`src/rtl/game_flow_ctrl.sv`:
```
// game_flow_ctrl: IDLE/READY/PLAY/DEAD sequencer for the Flappy Bird top level.
// Debounces the flap key, gates bird/tube motion, latches crash, keeps score.
// Optional feature: define HISCORE_EN to keep a best-score register across games
// (cleared only by clr); otherwise hiscore is tied to zero.
module game_flow_ctrl #(
  parameter int unsigned DEBOUNCE_CYCLES = 250000,
  parameter int unsigned READY_FRAMES    = 60,
  parameter int unsigned DEAD_FRAMES     = 90,
  parameter int unsigned SCORE_W         = 8
) (
  input  logic               clk,
  input  logic               clr,
  input  logic               frame_tick,
  input  logic               flap_n,
  input  logic               crash,
  input  logic               score_inc,
  output logic [1:0]         state,
  output logic               run_en,
  output logic               obj_clr_n,
  output logic               flap_out,
  output logic               game_over,
  output logic               blink,
  output logic [SCORE_W-1:0] score,
  output logic [SCORE_W-1:0] hiscore
);

  localparam int unsigned DB_W   = (DEBOUNCE_CYCLES > 1) ? $clog2(DEBOUNCE_CYCLES) : 1;
  localparam int unsigned FR_MAX = (READY_FRAMES > DEAD_FRAMES) ? READY_FRAMES : DEAD_FRAMES;
  localparam int unsigned FR_W   = (FR_MAX > 0) ? $clog2(FR_MAX + 1) : 1;

  typedef enum logic [1:0] {
    IDLE  = 2'd0,
    READY = 2'd1,
    PLAY  = 2'd2,
    DEAD  = 2'd3
  } state_t;

  state_t            cur, nxt;
  logic              sync1, sync2, db_level, db_prev;
  logic [DB_W-1:0]   db_cnt;
  logic              flap_pulse;
  logic [FR_W-1:0]   fcnt;
  logic [3:0]        blink_cnt;
  logic              run_en_d, obj_clr_n_d, flap_out_d, game_over_d;

  // Key synchroniser and stability counter; the counter restarts whenever the
  // synchronised level is about to change (sync1 differs from sync2).
  always_ff @(posedge clk or negedge clr) begin
    if (!clr) begin
      sync1    <= 1'b1;
      sync2    <= 1'b1;
      db_cnt   <= '0;
      db_level <= 1'b1;
      db_prev  <= 1'b1;
    end else begin
      sync1   <= flap_n;
      sync2   <= sync1;
      db_prev <= db_level;
      if (sync1 != sync2) begin
        db_cnt <= '0;
      end else if (db_cnt != DB_W'(DEBOUNCE_CYCLES - 1)) begin
        db_cnt <= db_cnt + 1'b1;
      end else begin
        db_level <= sync2;
      end
    end
  end

  assign flap_pulse = db_prev & ~db_level;

  // State register
  always_ff @(posedge clk or negedge clr) begin
    if (!clr) cur <= IDLE;
    else      cur <= nxt;
  end

  // Next-state logic
  always_comb begin
    nxt = cur;
    case (cur)
      IDLE:  if (flap_pulse) nxt = READY;
      READY: if (frame_tick && (fcnt == '0 || fcnt == FR_W'(1))) nxt = PLAY;
      PLAY:  if (crash) nxt = DEAD;
      DEAD:  if (flap_pulse && fcnt == '0) nxt = IDLE;
      default: nxt = IDLE;
    endcase
  end

  // Output decode from the current state; registered below for a one-clk lag
  always_comb begin
    run_en_d    = (cur == PLAY);
    obj_clr_n_d = (cur != IDLE);
    flap_out_d  = (cur == PLAY) && flap_pulse;
    game_over_d = (cur == DEAD);
  end

  // Output registers
  always_ff @(posedge clk or negedge clr) begin
    if (!clr) begin
      run_en    <= 1'b0;
      obj_clr_n <= 1'b0;
      flap_out  <= 1'b0;
      game_over <= 1'b0;
    end else begin
      run_en    <= run_en_d;
      obj_clr_n <= obj_clr_n_d;
      flap_out  <= flap_out_d;
      game_over <= game_over_d;
    end
  end

  // Frame counter: loaded on entry to READY/DEAD, saturating decrement on frame_tick
  always_ff @(posedge clk or negedge clr) begin
    if (!clr) begin
      fcnt <= '0;
    end else if (cur != nxt) begin
      case (nxt)
        READY:   fcnt <= FR_W'(READY_FRAMES);
        DEAD:    fcnt <= FR_W'(DEAD_FRAMES);
        default: fcnt <= '0;
      endcase
    end else if (frame_tick && fcnt != '0 && (cur == READY || cur == DEAD)) begin
      fcnt <= fcnt - 1'b1;
    end
  end

  // Score: cleared on game start, saturating increment in PLAY unless crashing
  always_ff @(posedge clk or negedge clr) begin
    if (!clr) begin
      score <= '0;
    end else if (cur == IDLE && nxt == READY) begin
      score <= '0;
    end else if (cur == PLAY && score_inc && !crash && score != '1) begin
      score <= score + 1'b1;
    end
  end

  // Game-over flash: toggles every 16th frame_tick while DEAD, held low elsewhere
  always_ff @(posedge clk or negedge clr) begin
    if (!clr) begin
      blink     <= 1'b0;
      blink_cnt <= '0;
    end else if (cur != DEAD) begin
      blink     <= 1'b0;
      blink_cnt <= '0;
    end else if (frame_tick) begin
      blink_cnt <= blink_cnt + 1'b1;
      if (blink_cnt == 4'd15) blink <= ~blink;
    end
  end

`ifdef HISCORE_EN
  // Best score captured on the clk that enters DEAD
  always_ff @(posedge clk or negedge clr) begin
    if (!clr) begin
      hiscore <= '0;
    end else if (cur == PLAY && nxt == DEAD && score > hiscore) begin
      hiscore <= score;
    end
  end
`else
  assign hiscore = '0;
`endif

  assign state = cur;

endmodule

```
`config.mk`:
```
export PLATFORM = sky130hd
export DESIGN_NAME = game_flow_ctrl
export DESIGN_NICKNAME = d
export VERILOG_FILES = /design/src/rtl/game_flow_ctrl.sv
export SDC_FILE = /design/constraint.sdc
export NUM_CORES = 1
export LEC_CHECK = 0
export ABC_AREA = 0
export CAP_MARGIN = 20
export CELL_PAD_IN_SITES_DETAIL_PLACEMENT = 1
export CELL_PAD_IN_SITES_GLOBAL_PLACEMENT = 2
export CORE_UTILIZATION = 25
export CTS_CLUSTER_DIAMETER = 120
export DETAILED_ROUTE_END_ITERATION = 6
export PLACE_DENSITY_LB_ADDON = 0.05
export SYNTH_ARGS = -nofsm -noshare
export SYNTH_HDL_FRONTEND = slang
export SYNTH_SLANG_ARGS = --single-unit
```
`constraint.sdc`:
```
create_clock -name clk -period 2.55 [get_ports clk]
set_clock_uncertainty 0.2 [all_clocks]
set_input_delay 0.51 -clock clk [delete_from_list [all_inputs] [get_ports clk]]
set_output_delay 0.51 -clock clk [all_outputs]
set_load 0.005 [all_outputs]
```
Word level (Yosys, flattened, before mapping)
Index checks and enable logic that the tools add are counted.
- $add $sub $neg: 4
- reduce and logical (&&, ||, !) cells: 23
- bitwise operators: 5
- muxes and demuxes: 17
- equal/unequal tests: 12
- operators by type and width (operator ; count):
    two-way mux 18 bit ; 2
    adder 18 x 1 -> 18 bit, second input constant ; 1
    inequality test 18 bit, second input constant ; 1
    two-way mux 8 bit ; 2
    two-way mux 7 bit ; 2
    case mux 7 bit (2 select lines) ; 1
    nonzero test 2 bit ; 6
    logical AND 1 bit ; 9
    adder 8 x 1 -> 8 bit, second input constant ; 1
    two-way mux 2 bit ; 4
    two-way mux 4 bit ; 2
    inequality test 8 bit, second input constant ; 1
    case mux 2 bit (4 select lines) ; 1
    equality test 7 x 1 -> 1 bit, second input constant ; 1
    zero test 7 bit ; 1
    nonzero test 7 bit ; 1
    subtractor 7 x 1 -> 7 bit, second input constant ; 1
    equality test 2 bit, second input constant ; 3
    adder 4 x 1 -> 4 bit, second input constant ; 1
    equality test 2 x 1 -> 1 bit, second input constant ; 2
    equality test 4 bit, second input constant ; 1
    NOT 1 bit ; 4
    AND reduction 2 bit ; 2
    two-way mux 1 bit ; 3
    7 further kinds ; 8
- output and inout bits: 23
- flip-flop bits (word level): 48
- input bits: 6
- word-level logic and storage cells: 75

Depth between registers and ports, before layout
Gate-level depths: netlist of the first run.
- depth in word-level cells: 8
- depth in mapped cells: 7
- depth with buffers taken out: 7

Worst setup path before layout of the first run
Ideal clock, no wire load.
- kind: register -> register
- from: register fcnt[2]
- to: register fcnt[5]
- setup time: 0.119 ns
- clock period less this slack: 1.932 ns
- buffers on the path: 0
- arrival time: 1.614 ns
- stages on the path, launching flop included: 6
- slack: 0.618 ns
- required time: 2.231 ns
- cell sequence: dfrtp_1 > or4_4 > o311a_4 > nand3_1 > xor2_1 > o21ai_2
- longest elaborated chain between the ends: 8
- elaborated cells on any way between the ends: 19
- classes of those cells: add/sub: 1; eq/ne: 4; mux: 6; reduce/logical: 8
- RTL lines (what ; line ; source):
    from (decl) ; 42 ; logic [FR_W-1:0] fcnt;
    from (signal assigned) ; 118 ; READY: fcnt <= FR_W'(READY_FRAMES);
    from (signal assigned) ; 119 ; DEAD: fcnt <= FR_W'(DEAD_FRAMES);
    from (signal assigned) ; 123 ; fcnt <= fcnt - 1'b1;
    equality test 7 x 1 -> 1 bit / zero test 7 bit (equally long branches) ; 82, 84 ;
    logical OR 1 bit ; 82 ; READY: if (frame_tick && (fcnt == '0 || fcnt == FR_W'(1))) nxt = PLAY;
    logical AND 1 bit ; 82 ;
    two-way mux 2 bit ; 82 ;
    case mux 2 bit (4 select lines) ; 80 ; case (cur)
    equality test 2 bit / equality test 2 x 1 -> 1 bit (equally long branches) ; 117 ; case (nxt)
    case mux 7 bit (2 select lines) ; 117 ;
    two-way mux 7 bit ; 116 ; end else if (cur != nxt) begin
Parallel ways exist; a longest one is shown, timed or not. The select of a mux whose other input is x is not followed.
A chain may end at the register's enable or synchronous reset.

Worst setup path in the final report of the first run
- from: register cur[0] (netlist: state[0])
- to: output port state[0]
- RTL lines (what ; line ; source):
    from (decl) ; 38 ; state_t cur, nxt;
    from (signal assigned) ; 74 ; else cur <= nxt;
    to (decl) ; 17 ; output logic [1:0] state,
No word-level cell between the ends.

==> flow_summary.json, run 1 <==
{
  "regToRegEndpoint": "fcnt[5]",
  "wl_per_cell_um": 13.6,
  "fin_crit_sh_pct": 84.3,
  "syn_inst": 237,
  "hold_viol": 0,
  "required_ns": 1.84,
  "power.share.switching_pct": 22.6,
  "grt_pass1_vias": 1803,
  "slew_violations": 0,
  "powerDensity_mw_per_mm2": 500,
  "drc": 0,
  "regToRegSetupSlack_ns": 0.47,
  "clk_pin_slew_ns": 0.10,
  "ys_types": 47,
  "grtUsageTotal_pct": 11.9,
  "p_seq_share_pct": 54.4,
  "path_buf_inv": 1,
  "start_kind": "register",
  "cts-root-buf": "clkbuf_8",
  "clockBufferDepth": 2,
  "seq_area_frac_synth_pct": 50.2,
  "netlist_area_mm2": 0.00240,
  "setup_viol": 0,
  "worst_setup_path_end_kind": "primary output",
  "clk_latency_ns": 0.31,
  "area_growth_pct": 19.7,
  "critical_path.max_stage_delay_ns": 0.58,
  "p_int_mw": 1.11,
  "grt_pass1_wl_mm": 9.25,
  "path_max_fanout": 10,
  "synth_edf_count": 0,
  "ff2ff_path_depth": 5,
  "arrival_ns": 1.44,
  "clockPowerShare_pct": 41.4,
  "die_w_um": 100,
  "nets": 279,
  "drtPass1Iterations": 4,
  "antennaDiodeCount": 0,
  "whs_ns": 0.114,
  "htree_levels": 2,
  "dieHeight_um": 100,
  "core_area_mm2": 0.00928,
  "p_leak_nw": 1.22,
  "cpMaxStageDelayCell": "clkdlybuf4s50_1",
  "ir_drop_mv": 0.199,
  "antenna_found_initial": 0,
  "viasPerCell": 4.34,
  "crit_family": "buffers and inverters",
  "gp_congestion": 0.679,
  "min_path_type": "in -> async",
  "tightestPinTransition_ns": 0.666,
  "postCtsSetupBuffers": 0,
  "drtIter0Drc": 27,
  "min_period_ns": 2.15,
  "initial_core_util_pct": 25.9,
  "cts_resized": 0,
  "ys_ff_latch": 48,
  "async_flop_share_pct": 100,
  "dieArea_mm2": 0.0100,
  "yosys_warnings": 0,
  "switchingPower_mw": 0.324,
  "drive_above_1_share_pct": 11.9,
  "pin_count": 29,
  "hpwl_mm": 3.77,
  "cap_violations": 0,
  "rows": 35,
  "crit_start": "state[0]",
  "syn_avg_cell_area_um2": 10.1,
  "drtAntennaViolNets": 0,
  "fmax_mhz": 465,
  "routed_wl_mm": 5.41,
  "slew_headroom_pct": 55.6,
  "ctsHoldBuffers": 0,
  "cts.sinks": 48,
  "vias": 1723,
  "final.fill_count": 1074,
  "setup.worst_path.end": "state[0]",
  "setup_tns_ns": 0,
  "reg2reg_from": "fcnt[2]",
  "comb_power_share_pct": 4.2,
  "path_cells": "clkdlybuf4s50_1",
  "worstSetupPathType": "reg -> out",
  "io_buffer_count": 20,
  "outcome": "finished clean",
  "cts_buffers": 5,
  "ys.flop_type": "dfrtp_1",
  "overflow": 0,
  "rsz0062_at_grt": "no",
  "crit_cells": 1,
  "grt_max_degree": 49,
  "cts_tree": "yes"
}
[through the flow]
stage	area, µm²	util, %	cells	setup WS (ns)	total power [mW]
after CTS	2880	31.0	397	0.363	1.47
after detailed placement	2760	29.7	389	0.177	0.861
after floorplan	2430	-	244	0.618	0.832
after global routing	2880	31.0	397	0.327	1.51
final	2880	31.0	397	0.399	1.44
after global placement	2760	29.7	389	0.200	0.860
[state kept, by name (all words and copies together) (netlist names)]
register and cells:
run_en 1, flap_out 1, blink 1, score 8, game_over 1, db_prev 1, sync2 1, db_cnt 18
state 2, sync1 1, fcnt 7, blink_cnt 4, db_level 1, obj_clr_n 1
[power groups by stage]
| stage | logic [mW] | clock network, mW | registers [mW] |
|---|---|---|---|
| after floorplan | 0.0369 | 0 | 0.795 |
| after global placement | 0.0633 | 0 | 0.797 |
| after detailed placement | 0.0638 | 0 | 0.797 |
| after CTS | 0.0641 | 0.627 | 0.782 |
| after global routing | 0.0721 | 0.650 | 0.784 |
| final | 0.0606 | 0.595 | 0.782 |
[cell usage in the layout (no fill, tap or decap), types with 3 or more instances in the layout]
cell             netlist  routed
dfrtp_1               44      44
nor2_1                35      35
clkdlybuf4s50_1        0      19
xor2_1                17      17
nand2_1               14      14
nand3_1               12      12
nand4_1               10      10
a21oi_1               10      10
inv_1                  8       8
xnor2_1                8       8
conb_1                 1       8
buf_4                  9       7
ha_1                   6       6
clkbuf_8               0       6
o21ai_0                5       5
or3_1                  5       5
nor3_1                 4       4
a211oi_1               4       4
mux2i_1                4       4
dfstp_2                4       4
o211ai_1               3       3
[how the worst min path moves through the flow]
stage | start | to | slack (ns) | cells after the start
global placement | db_level | db_prev | 0.18 | 0
CTS | clr | state[1] | 0.13 | 2
detailed placement | db_level | db_prev | 0.18 | 0
floorplan | clr | blink | 0.01 | 0
global route | clr | score[6] | 0.17 | 2
finish | clr | score[6] | 0.11 | 2
[cells by family after synthesis]
group                    after synthesis  synth area share, %
multiplexers                           5                 2.14
flip-flops                            48                 50.2
AO/OA/AOI/OAI                         33                 9.32
adder cells (fa/ha/maj)                6                 3.12
other                                  1                0.156
buffers and inverters                 19                 4.69
AND/OR/NAND/NOR                      100                 21.3
XOR/XNOR                              25                 9.11
[layer usage]
metal  track usage, %  vias to the layer above  share of wire, %
met5                0                        -                 0
met4             3.68                        0               1.1
met3             2.65                        5               2.8
met2             18.9                       21                45
met1             16.1                      837                51
li1                 -                      860                 -
[Yosys cell counts (5+ instances only)]
cell	number	area (µm²)
nand3_1	12	60.1
nand2_1	14	52.6
xnor2_1	8	70.1
buf_4	9	67.6
nand4_1	10	62.6
inv_1	8	30.0
ha_1	6	75.1
or3_1	5	31.3
o21ai_0	5	25.0
nor2_1	35	131
xor2_1	17	149
dfrtp_1	44	1100
a21oi_1	10	50.1
[layout make-up]
class | count | area [µm²] | area share [%]
clock buffers | 6 | 82.6 | 2.87
clock inverters | 2 | 38.8 | 1.35
inverters | 8 | 30.0 | 1.04
multi-input cells | 177 | 1110 | 38.6
flip-flops and latches | 48 | 1210 | 41.9
well taps | 129 | 161 | 5.61
repair buffers | 27 | 248 | 8.61
(Power assumes the default switching activity.)
==> run 2, diff against run 1 <==
==> constraint.sdc (replaced) <==
create_clock -name clk -period 1.9 [get_ports clk]
set_clock_uncertainty 0.2 [all_clocks]
set_input_delay 0.38 -clock clk [delete_from_list [all_inputs] [get_ports clk]]
set_output_delay 0.38 -clock clk [all_outputs]
set_load 0.005 [all_outputs]
==> run 2 against run 1 <==
Effect of this change:
- the flow now finishes with violations (setup timing)
- first-iteration DRC count rose by 78%
- core utilization grew 3.0 points
- sequential share of layout area decreased by 3.5 points
- wire length increased by 4.1%
- combinational power increased by 77%
- final cell count grew 7.8%
- sequential power rose by 34%
- sequential cell count is the same
- die area unchanged
- clock power is 8.6% higher
- register-to-register slack lost 0.55 ns
- largest cell class unchanged
- highest routed layer unchanged
==> flow_summary.json, run 2 (synthesis results as in run 1) <==
{
  "nets": 310,
  "antenna_found_initial": 0,
  "regToRegSetupSlack_ns": -0.08,
  "clk_latency_ns": 0.30,
  "clockPowerShare_pct": 35.9,
  "min_path_type": "reg -> reg",
  "cts_buffers": 5,
  "pin_count": 29,
  "hpwl_mm": 4.14,
  "core_area_mm2": 0.00928,
  "drtIter0Drc": 48,
  "die_w_um": 100,
  "setup_tns_ns": -0.397,
  "dieArea_mm2": 0.0100,
  "vias": 1851,
  "cts-root-buf": "clkbuf_8",
  "comb_power_share_pct": 5.9,
  "io_buffer_count": 20,
  "grt_pass1_vias": 1941,
  "power.share.switching_pct": 23.3,
  "ir_drop_mv": 0.253,
  "p_int_mw": 1.38,
  "fmax_mhz": 505,
  "arrival_ns": 1.96,
  "slew_violations": 0,
  "routed_wl_mm": 5.63,
  "path_max_fanout": 6,
  "fin_crit_sh_pct": 104,
  "worst_setup_path_end_kind": "register",
  "viasPerCell": 4.32,
  "cts_tree": "yes",
  "grt_pass1_wl_mm": 9.88,
  "outcome": "finished, violations left",
  "powerDensity_mw_per_mm2": 570,
  "min_delay_path_depth": 0,
  "grtUsageTotal_pct": 12.7,
  "p_seq_share_pct": 58.2,
  "rows": 35,
  "ff2ff_path_depth": 5,
  "finalWorstSetupSlack_ns": -0.0788,
  "place_area_mm2": 0.00299,
  "initial_core_util_pct": 25.9,
  "drtPass1Iterations": 4,
  "regToRegEndpoint": "fcnt[3]",
  "start_kind": "register",
  "p_leak_nw": 1.36,
  "hold_viol": 0,
  "switchingPower_mw": 0.420,
  "rsz0062_at_grt": "yes",
  "wl_per_cell_um": 13.2,
  "grt_max_degree": 20,
  "overflow": 0,
  "area_growth_pct": 31.4,
  "cts.sinks": 48,
  "worstSetupPathType": "reg -> reg",
  "hold_path_end": "db_prev",
  "largestRegisters": "db_cnt (18), score (8), fcnt (7)",
  "dieHeight_um": 100,
  "required_ns": 1.88,
  "drc": 0,
  "htree_levels": 2,
  "final_common_cell": "dfrtp_1",
  "p_total_mw": 1.80,
  "drive_above_1_share_pct": 25.8,
  "final_cell_mix": "dfrtp_1, nor2_1, buf_4, clkdlybuf4s50_1, xor2_1",
  "final_area_mm2": 0.00316,
  "antennaDiodeCount": 0,
  "drtAntennaViolNets": 0,
  "gp_congestion": 0.761,
  "worstHoldStart": "db_level",
  "violations": "setup timing",
  "largest_register": "db_cnt",
  "setup_viol": 9,
  "clk_pin_slew_ns": 0.10,
  "clockBufferDepth": 2,
  "largest_reg_flops": 18,
  "cap_violations": 0,
  "reg2reg_from": "fcnt[2]",
  "min_period_ns": 1.98
}
## run 2: routing by layer
layer	up-vias	wire, µm	GRT usage (%)
met5	-	0	0
met4	0	38	4.01
met3	2	140	2.72
met2	26	2590	20.5
met1	899	2870	16.9
li1	924	-	-
## run 2: final cells by class
cell class                 instances  area (µm²)
fill                            1087        6130
sequential                        48        1210
multi-input combinational        177        1160
timing repair buffer              58         498
tap                              129         161
clock buffer                       8        90.1
inverter                           8        30.0
## run 2: through the flow
| stage | instances | hold slack (ns) | util (%) | worst slack (ns) |
|---|---|---|---|---|
| CTS | 427 | 0.194 | 33.6 | -0.110 |
| global route | 428 | 0.200 | 34.0 | -0.171 |
| global placement | 418 | 0.0830 | 32.2 | -0.252 |
| floorplan | 244 | -0.116 | - | -0.0257 |
| detailed placement | 418 | 0.0830 | 32.2 | -0.286 |
| finish | 428 | 0.186 | 34.0 | -0.0788 |
## run 2: critical path: stages (launching register included)
cell      delay [ns]
dfrtp_1         0.39
or4_4           0.56
o311a_4         0.37
nand3b_1        0.11
xor2_1          0.15
a21oi_1         0.08
## run 2: what timing repair did
item | in CTS | in global routing
cloned | 0 | 0
hold buffers | 1 | 0
buffers inserted | 0 | 1
setup endpoints to repair | 11 | 18
endpoints found under the hold margin | 6 | 0
gates resized for setup | 10 | 10
pin swaps | 1 | 2
## run 2: worst max path at each step
stage	slack, ns	from	to
global placement	-0.25	frame_tick	fcnt[4]
CTS	-0.11	fcnt[2]	fcnt[1]
finish	-0.08	fcnt[2]	fcnt[3]
detailed placement	-0.29	frame_tick	fcnt[4]
floorplan	-0.03	fcnt[2]	fcnt[5]
global route	-0.17	fcnt[2]	fcnt[3]
## run 2: power by group through the flow
stage          combinational (mW)  clock, mW  sequential, mW
2_1_floorplan              0.0495          0            1.07
3_3_place_gp                0.110          0            1.07
3_5_place_dp                0.109          0            1.07
4_1_cts                     0.112      0.694            1.05
5_1_grt                     0.122      0.733            1.05
6_report                    0.107      0.646            1.05
==> run 3, diff against run 2 <==
--- a/config.mk
+++ b/config.mk
@@ -9,7 +9,7 @@
 export CAP_MARGIN = 20
 export CELL_PAD_IN_SITES_DETAIL_PLACEMENT = 1
 export CELL_PAD_IN_SITES_GLOBAL_PLACEMENT = 2
-export CORE_UTILIZATION = 25
+export CORE_UTILIZATION = 32
 export CTS_CLUSTER_DIAMETER = 120
 export DETAILED_ROUTE_END_ITERATION = 6
 export PLACE_DENSITY_LB_ADDON = 0.05
==> run 3 against run 2 <==
Effect of this change:
- the flow still finishes with violations (setup timing)
- via count is essentially flat
- critical path type unchanged
- largest power group unchanged
- hold slack improved by 0.0045 ns
- global-route usage up 2.9 points
- critical endpoint unchanged
- setup slack worse by 0.032 ns
- highest routed layer unchanged
- core utilization up 9.8 points
- first-iteration DRC count decreased by 40%
- fmax is 1.6% lower
==> flow_summary.json, run 3 (synthesis results as in run 1) <==
{
  "outcome": "finished, violations left",
  "violations": "setup timing",
  "power.share.switching_pct": 23.0,
  "worstSetupPathType": "reg -> reg",
  "clk_latency_ns": 0.31,
  "worst_setup_path_end_kind": "register",
  "required_ns": 1.89,
  "cts.sinks": 48,
  "wl_per_cell_um": 14.0,
  "slew_violations": 0,
  "viasPerCell": 4.63,
  "clockBufferDepth": 2,
  "arrival_ns": 2.00,
  "finalWorstSetupSlack_ns": -0.111,
  "grtUsageTotal_pct": 15.6,
  "initial_core_util_pct": 33.1,
  "crit_start": "fcnt[2]",
  "grt_max_degree": 19,
  "rows": 31,
  "final_common_cell": "dfrtp_1",
  "hpwl_mm": 4.04,
  "fin_crit_sh_pct": 106,
  "nets": 312,
  "p_seq_share_pct": 57.1,
  "drtIter0Drc": 29,
  "p_total_mw": 1.83,
  "die_w_um": 88.6,
  "fmax_mhz": 497,
  "min_period_ns": 2.01,
  "dieArea_mm2": 0.00786,
  "antenna_found_initial": 0,
  "path_max_fanout": 6,
  "rsz0062_at_grt": "yes",
  "grt_pass1_wl_mm": 9.30,
  "hold_viol": 0,
  "io_buffer_count": 20,
  "setup_viol": 9,
  "area_growth_pct": 32.2,
  "clockPowerShare_pct": 37.2,
  "drtAntennaViolNets": 0,
  "reg2reg_from": "fcnt[2]",
  "drc": 0,
  "regToRegSetupSlack_ns": -0.11,
  "switchingPower_mw": 0.421,
  "htree_levels": 2,
  "largestRegisters": "db_cnt (18), score (8), fcnt (7)",
  "place_area_mm2": 0.00291,
  "setup.worst_path.end": "fcnt[3]",
  "largest_reg_flops": 18,
  "p_int_mw": 1.41,
  "ff2ff_path_depth": 5,
  "antennaDiodeCount": 0,
  "powerDensity_mw_per_mm2": 577,
  "pin_count": 29,
  "gp_congestion": 0.750,
  "final_area_mm2": 0.00318,
  "dieHeight_um": 88.6,
  "min_path_type": "reg -> reg",
  "core_area_mm2": 0.00725,
  "drtPass1Iterations": 4,
  "cts_tree": "yes",
  "vias": 1852,
  "place_ws_ns": -0.258,
  "start_kind": "register",
  "comb_power_share_pct": 5.7,
  "routed_wl_mm": 5.58,
  "p_leak_nw": 1.42,
  "grt_pass1_vias": 1917,
  "clk_pin_slew_ns": 0.09,
  "largest_register": "db_cnt",
  "ir_drop_mv": 0.240,
  "cts_buffers": 5,
  "overflow": 0,
  "regToRegEndpoint": "fcnt[3]",
  "final.fill_count": 829,
  "fin_util_pct": 43.8,
  "cts-root-buf": "clkbuf_8",
  "final_cell_mix": "dfrtp_1, buf_4, nor2_1, clkdlybuf4s50_1, xor2_1",
  "drive_above_1_share_pct": 27.6,
  "cap_violations": 0
}
run 3: cell count changes in the layout (fill, tap and decap cells not counted), sizes merged:
| cell | previous run | this run |
|---|---|---|
| dlymetal6s2s | 0 | 2 |
| clkdlybuf4s50 | 18 | 17 |
| buf | 38 | 40 |
| dlygate4sd2 | 1 | 0 |
run 3: worst max-delay path, stage by stage, from the launching register on:
cell and delay (ns):
dfrtp_1 0.39, or4_4 0.57, o311a_4 0.38, nand3b_1 0.11, xor2_1 0.15, a21oi_1 0.08
run 3: worst min-delay path by stage:
stage / startpoint / endpoint / slack (ns) / cells after the start
finish: db_level / db_prev / 0.19 / 0
global route: db_level / db_prev / 0.20 / 0
CTS: db_level / db_prev / 0.19 / 0
detailed placement: clr / score[5] / 0.11 / 1
global placement: clr / score[5] / 0.12 / 1
floorplan: clr / blink / -0.12 / 0
run 3: power groups by stage:
stage               Combinational, mW  Sequential (mW)  Clock, mW
floorplan                      0.0495             1.07          0
global placement               0.0966             1.07          0
detailed placement             0.0980             1.07          0
CTS                            0.0999             1.05      0.709
global route                    0.119             1.05      0.746
finish                          0.104             1.05      0.682
run 3: layout make-up:
type                            instances  area (µm²)  share of cell area, %
Multi-Input combinational cell        177        1180                   37.2
Inverter                                8        30.0                  0.945
Sequential cell                        48        1210                   38.2
Tap cell                               99         124                   3.90
Clock buffer                            8         100                   3.15
Timing Repair Buffer                   60         527                   16.6
run 3: per-stage QoR:
stage,hold WS (ns),cells,setup TNS [ns]
after detailed placement,0.109,383,-1.96
after floorplan,-0.116,244,-0.0719
after CTS,0.192,392,-0.435
after global placement,0.119,383,-1.62
after global routing,0.199,400,-1.19
final,0.190,400,-0.690
run 3: metal layers:
| layer | GRT usage, % | up-vias | part of all wire (%) |
|---|---|---|---|
| li1 | - | 927 | - |
| met5 | 0 | - | 0 |
| met1 | 20.6 | 901 | 48 |
| met2 | 25.4 | 19 | 48 |
| met3 | 2.80 | 5 | 2.1 |
| met4 | 6.16 | 0 | 1.7 |
run 3: what timing repair did:
action,CTS,global route
hold buffers,1,0
hold endpoints to repair,10,0
buffers inserted,0,8
pin swaps,5,2
gates resized for setup,10,18
endpoints found under the setup margin,8,21
==> RTL change (flow settings as in run 2) <==
Set the parameter `READY_FRAMES` to 30 (it was 60).
--- a/src/rtl/game_flow_ctrl.sv
+++ b/src/rtl/game_flow_ctrl.sv
@@ -4,7 +4,7 @@
 // (cleared only by clr); otherwise hiscore is tied to zero.
 module game_flow_ctrl #(
   parameter int unsigned DEBOUNCE_CYCLES = 250000,
-  parameter int unsigned READY_FRAMES    = 60,
+  parameter int unsigned READY_FRAMES    = 30,
   parameter int unsigned DEAD_FRAMES     = 90,
   parameter int unsigned SCORE_W         = 8
 ) (
Function: no difference found for any inputs over 10 cycles, from zero or initial values; that may be too few to reach the edited logic, so the function may still have changed.
==> RTL change against run 2 <==
  * Utilization rose by 1.5 points
  * Synthesized cell count rose by 9.7%
  * Wire length rose by 20%
  * Die area rose by 5.5%
  * Final area rose by 10%
  * Critical path depth did not move
  * Setup slack improved by 0.10 ns
  * Synthesized area rose by 5.6%
  * Sequential cell count did not move
Power is not compared: it rests on default switching activity, and its combinational part moved more than twofold at a synthesized area within 25%.
==> RTL change: results (changes against run 2) <==
metric	value	unit	change
synth_cell_types	50		+6.4%
post-place-ws	-0.263	ns	+0.0222 ns
met1_usage	18.5	%	+1.6 points
nets	346		+12%
routed_via_density	4.67		+8.1%
syn_area_per_cell	9.75	µm²	-3.8%
endpoint	fcnt[0]$_DFFE_PN0P_		
synth_xor_area_share	6.56	%	-2.6 points
place_area	0.00319	mm²	+6.9%
drtIter0Drc	60		+25%
whs	0.208	ns	+0.0223 ns
synth_seq_area_share	47.6	%	-2.7 points
worstPathMaxFanout	4		-2
outcome	complete, no violations		
routed_wl	6.77	mm	+20%
place_hpwl	4.86	mm	+17%
cts_resized	12		+2
layout-drive-gt1-share	28.1	%	+2.3 points
gp_congestion	0.711		-6.5%
grt_pass1_vias	2263		+17%
ys_top_cells_by_area	dfrtp_1, dfstp_2, nor2_1		
rr_startpoint	fcnt[4]$_DFFE_PN0P_		
synth-compound-area-share	10.6	%	+1.3 points
grt_use_met2	23.3	%	+2.8 points
synth.area.mux_share	2.57	%	+0.43 points
grt_max_degree	49		+150%
wl_met2	3.16	mm	+22%
grt-ovfl-total	0		unchanged
grt_pass1_wl	11.3	mm	+14%
dpl.cell_count	451		+7.9%
grtUsageMet3	2.24	%	-0.48 points
met1_length	3.36	mm	+17%
synth_common_cells	dfrtp_1, nor2_1, nand2_1		
synth-adder-area-share	2.96	%	-0.16 points
r2r_slack	0.02	ns	+0.10 ns
dr.pass1.iters	4		unchanged
route.met3.wl	168	µm	+20%
arrival	1.91	ns	-0.05 ns
post_cts_buffers	4		+4
max_freq	532	MHz	+5.3%
-- RTL change: cell types whose count changed in the layout (fill, tap and decap cells not counted), sizes merged, moves of 3 or more --
cell	delta
buf	+16
nor2	-9
and3	+8
o21ai	+7
nand2	+6
nor3	+6
xor2	-6
a31oi	+4
a211oi	-3
inv	-3
nand3	-3
-- RTL change: where the power goes --
group	internal, mW	total [mW]	switching, mW
clock network	0.466	0.846	0.381
registers	1.18	1.30	0.113
logic	0.764	1.40	0.632
-- RTL change: cells by family (layout without fill, tap and decap cells) --
logic type                 after synthesis  count (layout)
xor gates and xnor gates                19              19
adders and majority gates                6               6
DFF                                     48              48
and+or+nand+nor                        118             118
AOI/OAI and AO/OA                       43              43
buffers and inverters                   19              87
other                                    1               8
muxes                                    6               6
-- RTL change: area by class of cell --
class                   instances  area, µm²
clock buffers                   7       96.3
multi-input cells             200       1340
well taps                     133        166
fillers                      1153       6330
clock inverters                 1       30.0
repair buffers                 74        627
flip-flops and latches         48       1210
inverters                       5       18.8
